## src/rtl/dispatch_pkg.sv

```systemverilog
// Shared types and reduction helpers for the thread dispatch lane filter.
// Helpers work on MAX_LANES-wide vectors; callers zero-extend and mask unused lanes.
package dispatch_pkg;

  localparam int MAX_LANES = 16;
  localparam int MAX_KEY_W = 32;
  localparam int MAX_TID_W = 32;

  typedef struct packed {
    logic                 valid;
    logic [MAX_TID_W-1:0] tid;
  } lane_slot_t;

  function automatic logic [4:0] popcount(input logic [MAX_LANES-1:0] v);
    logic [4:0] n;
    n = '0;
    for (int i = 0; i < MAX_LANES; i++) n = n + 5'(v[i]);
    return n;
  endfunction

  // Pairwise tree: each level folds lane i+stride into lane i; masked lanes never win.
  function automatic logic [MAX_KEY_W-1:0] min_key_reduce(
    input logic [MAX_LANES-1:0][MAX_KEY_W-1:0] keys,
    input logic [MAX_LANES-1:0]                mask
  );
    logic [MAX_LANES-1:0][MAX_KEY_W-1:0] k;
    logic [MAX_LANES-1:0]                v;
    k = keys;
    v = mask;
    for (int lvl = 1; lvl < MAX_LANES; lvl = lvl * 2) begin
      for (int i = 0; i + lvl < MAX_LANES; i = i + 2 * lvl) begin
        if (v[i+lvl] && (!v[i] || (k[i+lvl] < k[i]))) k[i] = k[i+lvl];
        v[i] = v[i] | v[i+lvl];
      end
    end
    return k[0];
  endfunction

  // Returns {valid, tid} with the valid bit placed directly above a tid_w-bit tid.
  function automatic logic [MAX_TID_W:0] pack_slot(
    input logic                 valid,
    input logic [MAX_TID_W-1:0] tid,
    input int                   tid_w
  );
    lane_slot_t s;
    s.valid = valid;
    s.tid   = valid ? tid : '0;
    return (MAX_TID_W+1)'(s.tid) | ((MAX_TID_W+1)'(s.valid) << tid_w);
  endfunction

endpackage

```

## src/rtl/group_fifo.sv

```systemverilog
// First-word-fall-through FIFO holding one lockstep lane group per entry.
// Output data is forced to zero while empty so consumers never see stale groups.
module group_fifo #(
  parameter int DATA_WIDTH = 44,
  parameter int FIFO_DEPTH = 4,
  localparam int CNT_W     = $clog2(FIFO_DEPTH + 1),
  localparam int PTR_W     = $clog2(FIFO_DEPTH)
) (
  input  logic                  clk,
  input  logic                  rst_n,
  input  logic                  push,
  input  logic                  pop,
  input  logic                  flush,
  input  logic [DATA_WIDTH-1:0] din,
  output logic [DATA_WIDTH-1:0] dout,
  output logic [CNT_W-1:0]      occupancy,
  output logic                  full,
  output logic                  empty
);

  logic [DATA_WIDTH-1:0] r_mem [FIFO_DEPTH];
  logic [PTR_W-1:0]      r_wrPtr;
  logic [PTR_W-1:0]      r_rdPtr;
  logic [CNT_W-1:0]      r_count;
  logic                  w_doPush;
  logic                  w_doPop;

  assign full      = (r_count == CNT_W'(FIFO_DEPTH));
  assign empty     = (r_count == '0);
  assign occupancy = r_count;
  assign w_doPop   = pop & ~empty & ~flush;
  assign w_doPush  = push & (~full | w_doPop) & ~flush;
  assign dout      = empty ? '0 : r_mem[r_rdPtr];

  always_ff @(posedge clk) begin
    if (rst_n && w_doPush) r_mem[r_wrPtr] <= din;
  end

  // Pointers wrap naturally because FIFO_DEPTH is a power of two.
  always_ff @(posedge clk) begin
    if (!rst_n || flush) begin
      r_wrPtr <= '0;
      r_rdPtr <= '0;
      r_count <= '0;
    end else begin
      if (w_doPush) r_wrPtr <= r_wrPtr + 1'b1;
      if (w_doPop)  r_rdPtr <= r_rdPtr + 1'b1;
      if (w_doPush && !w_doPop)      r_count <= r_count + 1'b1;
      else if (w_doPop && !w_doPush) r_count <= r_count - 1'b1;
    end
  end

endmodule

```

## src/rtl/thread_dispatch_filter.sv

```systemverilog
// Lane filter: picks the minimum-key active lanes, queues them as one group
// and issues groups over valid/ready; also tracks mode, errors and dispatched threads.
module thread_dispatch_filter
  import dispatch_pkg::*;
#(
  parameter int NUM_LANES  = 4,
  parameter int TID_W      = 10,
  parameter int KEY_W      = 10,
  parameter int FIFO_DEPTH = 4,
  parameter int MODE_W     = ($clog2($clog2(NUM_LANES) + 1) < 1) ? 1 : $clog2($clog2(NUM_LANES) + 1),
  parameter int CNT_W      = $clog2(FIFO_DEPTH + 1)
) (
  input  logic                               clk,
  input  logic                               rst_n,
  input  logic [MODE_W-1:0]                  unroll_log2,
  input  logic [NUM_LANES*(KEY_W+TID_W)-1:0] next_tid,
  input  logic [NUM_LANES-1:0]               lane_valid,
  output logic [NUM_LANES-1:0]               update,
  input  logic                               flush,
  output logic                               out_valid,
  input  logic                               out_ready,
  output logic [NUM_LANES-1:0]               out_lane_valid,
  output logic [NUM_LANES*TID_W-1:0]         out_tid,
  output logic [CNT_W-1:0]                   occupancy,
  output logic                               fifo_full,
  output logic                               fifo_empty,
  output logic                               mode_busy,
  output logic                               err_illegal_mode,
  output logic [31:0]                        thread_count
);

  localparam int LOG2_LANES = $clog2(NUM_LANES);
  localparam int LANE_W     = KEY_W + TID_W;
  localparam int DATA_W     = NUM_LANES * (TID_W + 1);

  logic [MODE_W-1:0]                   r_activeMode;
  logic                                r_errIllegal;
  logic [31:0]                         r_threadCount;
  logic [MAX_LANES-1:0][MAX_KEY_W-1:0] w_keys;
  logic [MAX_LANES-1:0]                w_cand;
  logic [MAX_KEY_W-1:0]                w_minKey;
  logic [NUM_LANES-1:0]                w_sel;
  logic [DATA_W-1:0]                   w_entry;
  logic [DATA_W-1:0]                   w_head;
  logic                                w_illegal;
  logic                                w_modeBusy;
  logic                                w_push;
  logic                                w_pop;
  logic                                w_full;
  logic                                w_empty;

  // Lanes outside the active range are masked here, so they can never be selected.
  always_comb begin
    w_keys = '0;
    w_cand = '0;
    for (int i = 0; i < NUM_LANES; i++) begin
      w_keys[i] = MAX_KEY_W'(next_tid[i*LANE_W+TID_W +: KEY_W]);
      w_cand[i] = lane_valid[i] & ((32'(i) >> r_activeMode) == 32'd0);
    end
  end

  assign w_minKey = min_key_reduce(w_keys, w_cand);

  always_comb begin
    w_sel   = '0;
    w_entry = '0;
    for (int i = 0; i < NUM_LANES; i++) begin
      w_sel[i] = w_cand[i] & (w_keys[i] == w_minKey);
      w_entry[i*(TID_W+1) +: TID_W+1] =
        (TID_W+1)'(pack_slot(w_sel[i], MAX_TID_W'(next_tid[i*LANE_W +: TID_W]), TID_W));
    end
  end

  assign w_illegal  = 32'(unroll_log2) > 32'(LOG2_LANES);
  assign w_modeBusy = (unroll_log2 != r_activeMode);
  assign w_pop      = rst_n & ~w_empty & out_ready & ~flush;
  assign w_push     = rst_n & (|w_sel) & ~w_modeBusy & ~w_illegal & ~flush & (~w_full | w_pop);
  assign update     = w_push ? w_sel : '0;

  group_fifo #(
    .DATA_WIDTH (DATA_W),
    .FIFO_DEPTH (FIFO_DEPTH)
  ) u_group_fifo (
    .clk       (clk),
    .rst_n     (rst_n),
    .push      (w_push),
    .pop       (w_pop),
    .flush     (flush),
    .din       (w_entry),
    .dout      (w_head),
    .occupancy (occupancy),
    .full      (w_full),
    .empty     (w_empty)
  );

  always_comb begin
    out_lane_valid = '0;
    out_tid        = '0;
    for (int i = 0; i < NUM_LANES; i++) begin
      out_lane_valid[i]          = w_head[i*(TID_W+1) + TID_W];
      out_tid[i*TID_W +: TID_W]  = w_head[i*(TID_W+1) +: TID_W];
    end
  end

  // Mode only changes once the FIFO has drained, so stored groups keep their lane layout.
  always_ff @(posedge clk) begin
    if (!rst_n) begin
      r_activeMode  <= '0;
      r_errIllegal  <= 1'b0;
      r_threadCount <= '0;
    end else begin
      if (w_illegal) r_errIllegal <= 1'b1;
      if (w_modeBusy && w_empty && !w_push && !w_illegal) r_activeMode <= unroll_log2;
      if (w_pop) r_threadCount <= r_threadCount + 32'(popcount(MAX_LANES'(out_lane_valid)));
    end
  end

  assign out_valid        = ~w_empty;
  assign fifo_full        = w_full;
  assign fifo_empty       = w_empty;
  assign mode_busy        = w_modeBusy;
  assign err_illegal_mode = r_errIllegal;
  assign thread_count     = r_threadCount;

endmodule

```

## config.mk

```make
export PLATFORM = sky130hd
export DESIGN_NAME = thread_dispatch_filter
export DESIGN_NICKNAME = d
export VERILOG_FILES = /design/src/rtl/dispatch_pkg.sv /design/src/rtl/group_fifo.sv /design/src/rtl/thread_dispatch_filter.sv
export SDC_FILE = /design/constraint.sdc
export NUM_CORES = 1
export LEC_CHECK = 0
export ABC_AREA = 0
export BUFFER_PORTS_ARGS = -buffer_cell sky130_fd_sc_hd__buf_2
export CAP_MARGIN = 10
export CELL_PAD_IN_SITES_DETAIL_PLACEMENT = 0
export CELL_PAD_IN_SITES_GLOBAL_PLACEMENT = 1
export CORE_ASPECT_RATIO = 1.1
export CORE_MARGIN = 3
export CORE_UTILIZATION = 42
export CTS_CLUSTER_DIAMETER = 60
export DETAILED_ROUTE_END_ITERATION = 10
export GPL_TIMING_DRIVEN = 1
export PLACE_DENSITY_LB_ADDON = 0.1
export SETUP_SLACK_MARGIN = 0.1
export SLEW_MARGIN = 20
export SYNTH_ARGS = -nofsm -noshare
export SYNTH_HDL_FRONTEND = slang
export SYNTH_SLANG_ARGS = --single-unit
```

## constraint.sdc

```tcl
create_clock -name clk -period 7 [get_ports clk]
set_clock_uncertainty 0.15 [all_clocks]
set_input_delay 0.35 -clock clk [delete_from_list [all_inputs] [get_ports clk]]
set_output_delay 0.35 -clock clk [all_outputs]
set_load 0.05 [all_outputs]
```

### Yosys cells after proc, flatten, opt, wreduce, memory -nomap -nowiden

Memory sizes are Yosys's and may differ from the RTL's. A register that Yosys moved wholly into a read port is not among the register bits.
Cells that the tools add are included.
W data, S select, Z words.

* bits in registers: 42
* bits in latches: 0
* bits in writable memories: 176
* ROM bits: 0
* input port bits: 90
* output and inout bits: 88
* memories: 1

Memory list
* u_group_fifo.r_mem: words 4, width 44, rd ports 1, clocked after memory_dff 1, write ports 1, RTL line group_fifo.sv:21 `logic [DATA_WIDTH-1:0] r_mem [FIFO_DEPTH];`

* add/sub/neg operators: 8
* multipliers: 0
* divide/modulo/power cells: 0
* $lt $le $gt $ge: 4
* eq/ne operators: 6
* shifts and indexed selects: 4
* mux-type cells: 15
* bitwise gates (word level): 33
* reductions and logical operators: 28

Operators by type and width (number)
* $logic_not A32 Y1: 4
* $mux W10: 7
* $shr A1 B2 Y32 const A: 2
* $shr A2 B2 Y32 const A: 2
* $mux W44: 1
* $or A10 B11 Y11: 4
* $eq A10 B10 Y1: 4
* $add A32 B5 Y32: 1
* $lt A10 B10 Y1: 3
* $and A1 B1 Y1: 20
* $add A5 B1 Y5: 2
* $logic_and A1 B1 Y1: 9
* $logic_not A1 Y1: 8
* $mux W3: 2
* $not A1 Y1: 5
* $add A2 B1 Y2 const B: 2
* $logic_or A1 B1 Y1: 4
* $mux W2: 2
* $mux W4: 1
* $or A1 B1 Y1: 4
* $reduce_or A4 Y1: 1
* $add A3 B1 Y3 const B: 1
* $eq A3 B3 Y1 const B: 1
* $logic_not A3 Y1: 1
* other kinds (6): 7

### Longest topological paths before layout

* depth in word-level cells: 25
* mapped depth: 30

### Modules after synthesis

From an unflattened synthesis, not the netlist that was laid out.

* cell total of the unflattened synthesis: 772
* area, all modules: 11028.1 µm²

Modules (own cells, without submodules)
* group_fifo: instances 1, cells an instance 331, area an instance 7299.5 µm², sequential area each 5465.2 µm²
* thread_dispatch_filter: instances 1, cells an instance 441, area an instance 3728.6 µm², sequential area each 700.7 µm²

### Worst setup path after synthesis

Ideal clock, no wire load.

* path type: input -> register
* start point: input port next_tid[53]
* end point: memory u_group_fifo.r_mem[1][0] (enable)
* setup time: 406 ps
* arrival time: 6319 ps
* setup slack: 125 ps
* stages on the path: 24
* path through: inv_1 ha_1 a21o_1 a221oi_1 nor2_1 a211oi_2 buf_2 mux2i_1 inv_1 ha_1 a211oi_1 o21ai_1 o2111a_1 a2111oi_2 inv_1 o41ai_2 buf_6 mux2i_1 xnor2_1 nand4_1 or3_4 a41o_1 inv_2 and2_1

* word-level cells in the longest chain between the ends: 21

Ends and longest elaborated chain
* start, declared: RTL line thread_dispatch_filter.sv:16 `input logic [NUM_LANES*(KEY_W+TID_W)-1:0] next_tid,`
* $lt A10 B10 Y1: RTL line dispatch_pkg.sv:32 `if (v[i+lvl] && (!v[i] || (k[i+lvl] < k[i]))) k[i] = k[i+lvl];`
* $logic_or A1 B1 Y1: RTL line dispatch_pkg.sv:32
* $logic_and A1 B1 Y1: RTL line dispatch_pkg.sv:32
* $mux W10: RTL line dispatch_pkg.sv:32
* $lt A10 B10 Y1: RTL line dispatch_pkg.sv:32
* $logic_or A1 B1 Y1: RTL line dispatch_pkg.sv:32
* $logic_and A1 B1 Y1: RTL line dispatch_pkg.sv:32
* $mux W10: RTL line dispatch_pkg.sv:32
* $eq A10 B10 Y1: RTL line thread_dispatch_filter.sv:68 `w_sel[i] = w_cand[i] & (w_keys[i] == w_minKey);`
* $and A1 B1 Y1: RTL line thread_dispatch_filter.sv:68
* $reduce_or A4 Y1 *: RTL line thread_dispatch_filter.sv:77 `assign w_push = rst_n & (|w_sel) & ~w_modeBusy & ~w_illegal & ~flush & (~w_full | w_pop);`
* $and A1 B1 Y1 * (5 in a row): RTL line thread_dispatch_filter.sv:77
* $and A1 B1 Y1 * (2 in a row): RTL line group_fifo.sv:32 `assign w_doPush = push & (~full | w_doPop) & ~flush;`
* $logic_and A1 B1 Y1 *: RTL line group_fifo.sv:36 `if (rst_n && w_doPush) r_mem[r_wrPtr] <= din;`
* $mux W1 *: RTL line group_fifo.sv:36
* $mux W1 (not written as such) *: RTL line group_fifo.sv:36
* end, declared: RTL line group_fifo.sv:21

Every way passes the cells marked *; elsewhere a longest branch is shown, timed or not.

### Worst setup path in the final report

* start point: input port next_tid[59]
* end point: register u_group_fifo.r_count[2], in the netlist u_group_fifo.occupancy[2]

* word-level cells in the longest chain between the ends: 21

Ends and longest elaborated chain
* $lt A10 B10 Y1: RTL line dispatch_pkg.sv:32
* $logic_or A1 B1 Y1: RTL line dispatch_pkg.sv:32
* $logic_and A1 B1 Y1: RTL line dispatch_pkg.sv:32
* $mux W10: RTL line dispatch_pkg.sv:32
* $lt A10 B10 Y1: RTL line dispatch_pkg.sv:32
* $logic_or A1 B1 Y1: RTL line dispatch_pkg.sv:32
* $logic_and A1 B1 Y1: RTL line dispatch_pkg.sv:32
* $mux W10: RTL line dispatch_pkg.sv:32
* $eq A10 B10 Y1: RTL line thread_dispatch_filter.sv:68
* $and A1 B1 Y1: RTL line thread_dispatch_filter.sv:68
* $reduce_or A4 Y1 *: RTL line thread_dispatch_filter.sv:77
* $and A1 B1 Y1 * (5 in a row): RTL line thread_dispatch_filter.sv:77
* $and A1 B1 Y1 * (2 in a row): RTL line group_fifo.sv:32
* $logic_not A1 Y1: RTL line group_fifo.sv:49 `else if (w_doPop && !w_doPush) r_count <= r_count - 1'b1;`
* $logic_and A1 B1 Y1: RTL line group_fifo.sv:49
* $reduce_bool A2 Y1 (no source line)
* end signal, assigned: RTL line group_fifo.sv:48 `if (w_doPush && !w_doPop) r_count <= r_count + 1'b1;`
* end signal, assigned: RTL line group_fifo.sv:49
* end, declared: RTL line group_fifo.sv:24 `logic [CNT_W-1:0] r_count;`

Marks and branches as above.
A chain may end at the register's enable or synchronous reset.

==> run metrics <==
DRT iter0 DRCs 270; top_reg_cell synth edfxtp_1; sequential area share after synthesis just under 60%; full die area 0.02715 sq mm; CTS Buf Count 24; num rows 60; first-pass GRT wire length between 30000 and 40000 um; hpwl dp about 16000 um; Worst EP arrival 6780 ps; CTS H-Tree Depth 1; worst hold slack about 47 ps; layout cells sized above 1 approximately a third; ranking of synthesized cells by area edfxtp_1 (50%), mux4_2 (8.9%), dfxtp_1 (8.3%); metal3 WL 1486 um; CTS tree yes; Top Layer Used met4; core area 0.02462 sq mm; Total Routing Usage GR between 10% and 20%; Fmax achieved 0.1543 GHz; Remaining DRCs 0; critical path endpoint category flip-flop; Critical Setup Path Class input port to flip-flop; clock sinks 220; CTS Buffer Depth 3; fillcell total 2144; max-cap viol count 0; peak supply drop between 0.0001 and 0.00015 V; max-slew violation count 0; Final period util between 90% and 100%; via count around 6700; Mapped Nets 891; met2 wire length 11770 um; WL met1 10280 um; worst-path fanout max 5; number of library cell types mapped by synthesis 53; Worst Hold Class input port to flip-flop; syn_area_per_cell 13.91 sq um; Leakage roughly 5.5 nW; slew margin rel. 32.09%; flops & latches, synth 220; wire length per cell 18.57 um; Placement Setup Slack -185.5 ps; I/O Pins 178; FF/Latch Area 0.006171 sq mm; Yosys top cell area share roughly half; Final min period between 6000 and 7000 ps; largest net degree at the start of global routing 47; top-count cell post-synth edfxtp_1; area taken by multi-input logic gates 0.004209 sq mm; fraction of registers with async set/reset 0%; width of the chip about 160 um; Pre-Repair DR Iteration Count 4; Initial Utilization ~43%; Final WS setup 520.5 ps; Antenna Violating Nets Remaining 0; Crit-path slowest cell o41ai_4; critical path required time ~7300 ps; most used cell, CP inv_1; overall routed net length 23990 um; GP Congestion 0.8496; die height 172.5 um; crit path launch type input port; CP max stage delay 420 ps; endpoints failing setup 0; Root Buffer clkbuf_16; clk_lat worst skew 520 ps; Post-synth EDFFs 176; DR vias/cell 5.150; most frequent cells after synthesis edfxtp_1 (176), and2_1 (118), xnor2_1 (48), dfxtp_1 (44), inv_1 (44); Antenna Cells 0; measured slew at the worst slew-check pin 1019 ps; area grow syn2layout 21.38%; status finished, final reports clean; cells after synthesis 761; initial antenna violation count 0; Ys Warns 0; total grt overflow 0; Layout Nets 1095; area leader, netlist edfxtp_1; pwr/cell area approximately 220 mW/mm^2; RSZ-0062 raised after global routing no; clock slew at reported path FFs 60 ps; IO buf count 177; vias in the first global route 7114; Mapped Area 0.01059 sq mm; Fin. Hold Viols 0
-- stage by stage --
stage | power (mW) | TNS, ps | instances | instance area, sq um | util, %
global route | 2.871 | 0 | 1292 | 12850 | 52.18
finish | 2.764 | 0 | 1292 | 12850 | 52.18
detailed placement | 1.597 | -185.5 | 1242 | 11960 | 48.59
CTS | 2.787 | 0 | 1286 | 12720 | 51.65
floorplan | 1.525 | 0 | 761 | 10590 | -
global placement | 1.597 | -43.52 | 1242 | 11960 | 48.59
-- worst paths after layout --
kind	depth (start not counted)	slack, ps	to	from
min reg2reg	2	330	thread_count[0]$_SDFFE_PN0P_	thread_count[0]$_SDFFE_PN0P_
max reg2reg	26	720	u_group_fifo.occupancy[2]$_SDFFE_PP0P_	r_activeMode[1]$_SDFFE_PN0P_
max	30	520	u_group_fifo.occupancy[2]$_SDFFE_PP0P_	next_tid[59]
min	2	50	r_activeMode[0]$_SDFFE_PN0P_	unroll_log2[0]
-- cell type report --
| cell class | count | share of cell area (%) |
|---|---|---|
| clock buffers | 29 | 4.898 |
| clock inverters | 14 | 0.8959 |
| inverters | 47 | 1.373 |
| multi-input cells | 467 | 32.76 |
| flip-flops and latches | 220 | 48.03 |
| well taps | 310 | 3.019 |
| repair buffers | 205 | 9.027 |
-- registers in the layout, summed over array words and instances, names as in the netlist, named ones only --
register,cells
err_illegal_mode,1
r_activeMode,2
u_group_fifo.r_wrPtr,2
u_group_fifo.r_mem,176
thread_count,32
u_group_fifo.occupancy,3
u_group_fifo.r_rdPtr,2
-- what timing repair did --
action | 4_1_cts | 5_1_grt
hold buffers | 1 | 0
setup endpoints to repair | 0 | 1
buffers inserted | 0 | 5
endpoints found under the hold margin | 2 | 0
gates resized for setup | 0 | 18
-- cell usage in the layout (no fill, tap or decap), types with 27 or more instances in the layout --
master | synthesis | layout
and2_1 | 118 | 114
buf_2 | 3 | 177
xor2_1 | 27 | 27
xnor2_1 | 48 | 48
inv_1 | 44 | 44
dfxtp_1 | 44 | 42
edfxtp_1 | 176 | 176
ha_1 | 37 | 37
mux4_2 | 42 | 42
nand2_1 | 28 | 28
-- per-layer routing --
metal  vias up  global-route usage, %
met4         0                  4.340
met2       188                  29.28
met3        32                  3.850
met5         -                      0
li1       3186                      -
met1      3248                  23.28
-- kinds of logic (layout without fill, tap and decap cells) --
family	Yosys count	count (layout)	synth area share, %
DFF	220	220	58.25
adders and majority gates	40	40	4.941
buffers and inverters	74	295	2.730
and+or+nand+nor	230	230	12.35
xor gates and xnor gates	75	75	6.206
muxes	75	75	12.38
AOI/OAI and AO/OA	47	47	3.144
-- power breakdown --
part / switching, mW / leakage [nW] / internal [mW] / total [mW]
registers: 0.00110 / 2.40 / 1.39 / 1.39
clock network: 0.501 / 0.368 / 0.681 / 1.18
logic: 0.101 / 2.75 / 0.0879 / 0.188
-- critical path: cells and delay by family --
kind | cells | cell delay (ps)
AOI/OAI and AO/OA | 9 | 2210
adders and majority gates | 4 | 1220
and+or+nand+nor | 5 | 1110
buffers and inverters | 8 | 950
muxes | 2 | 690
xor gates and xnor gates | 2 | 260
No activity file was read; power rests on OpenSTA's default activity.
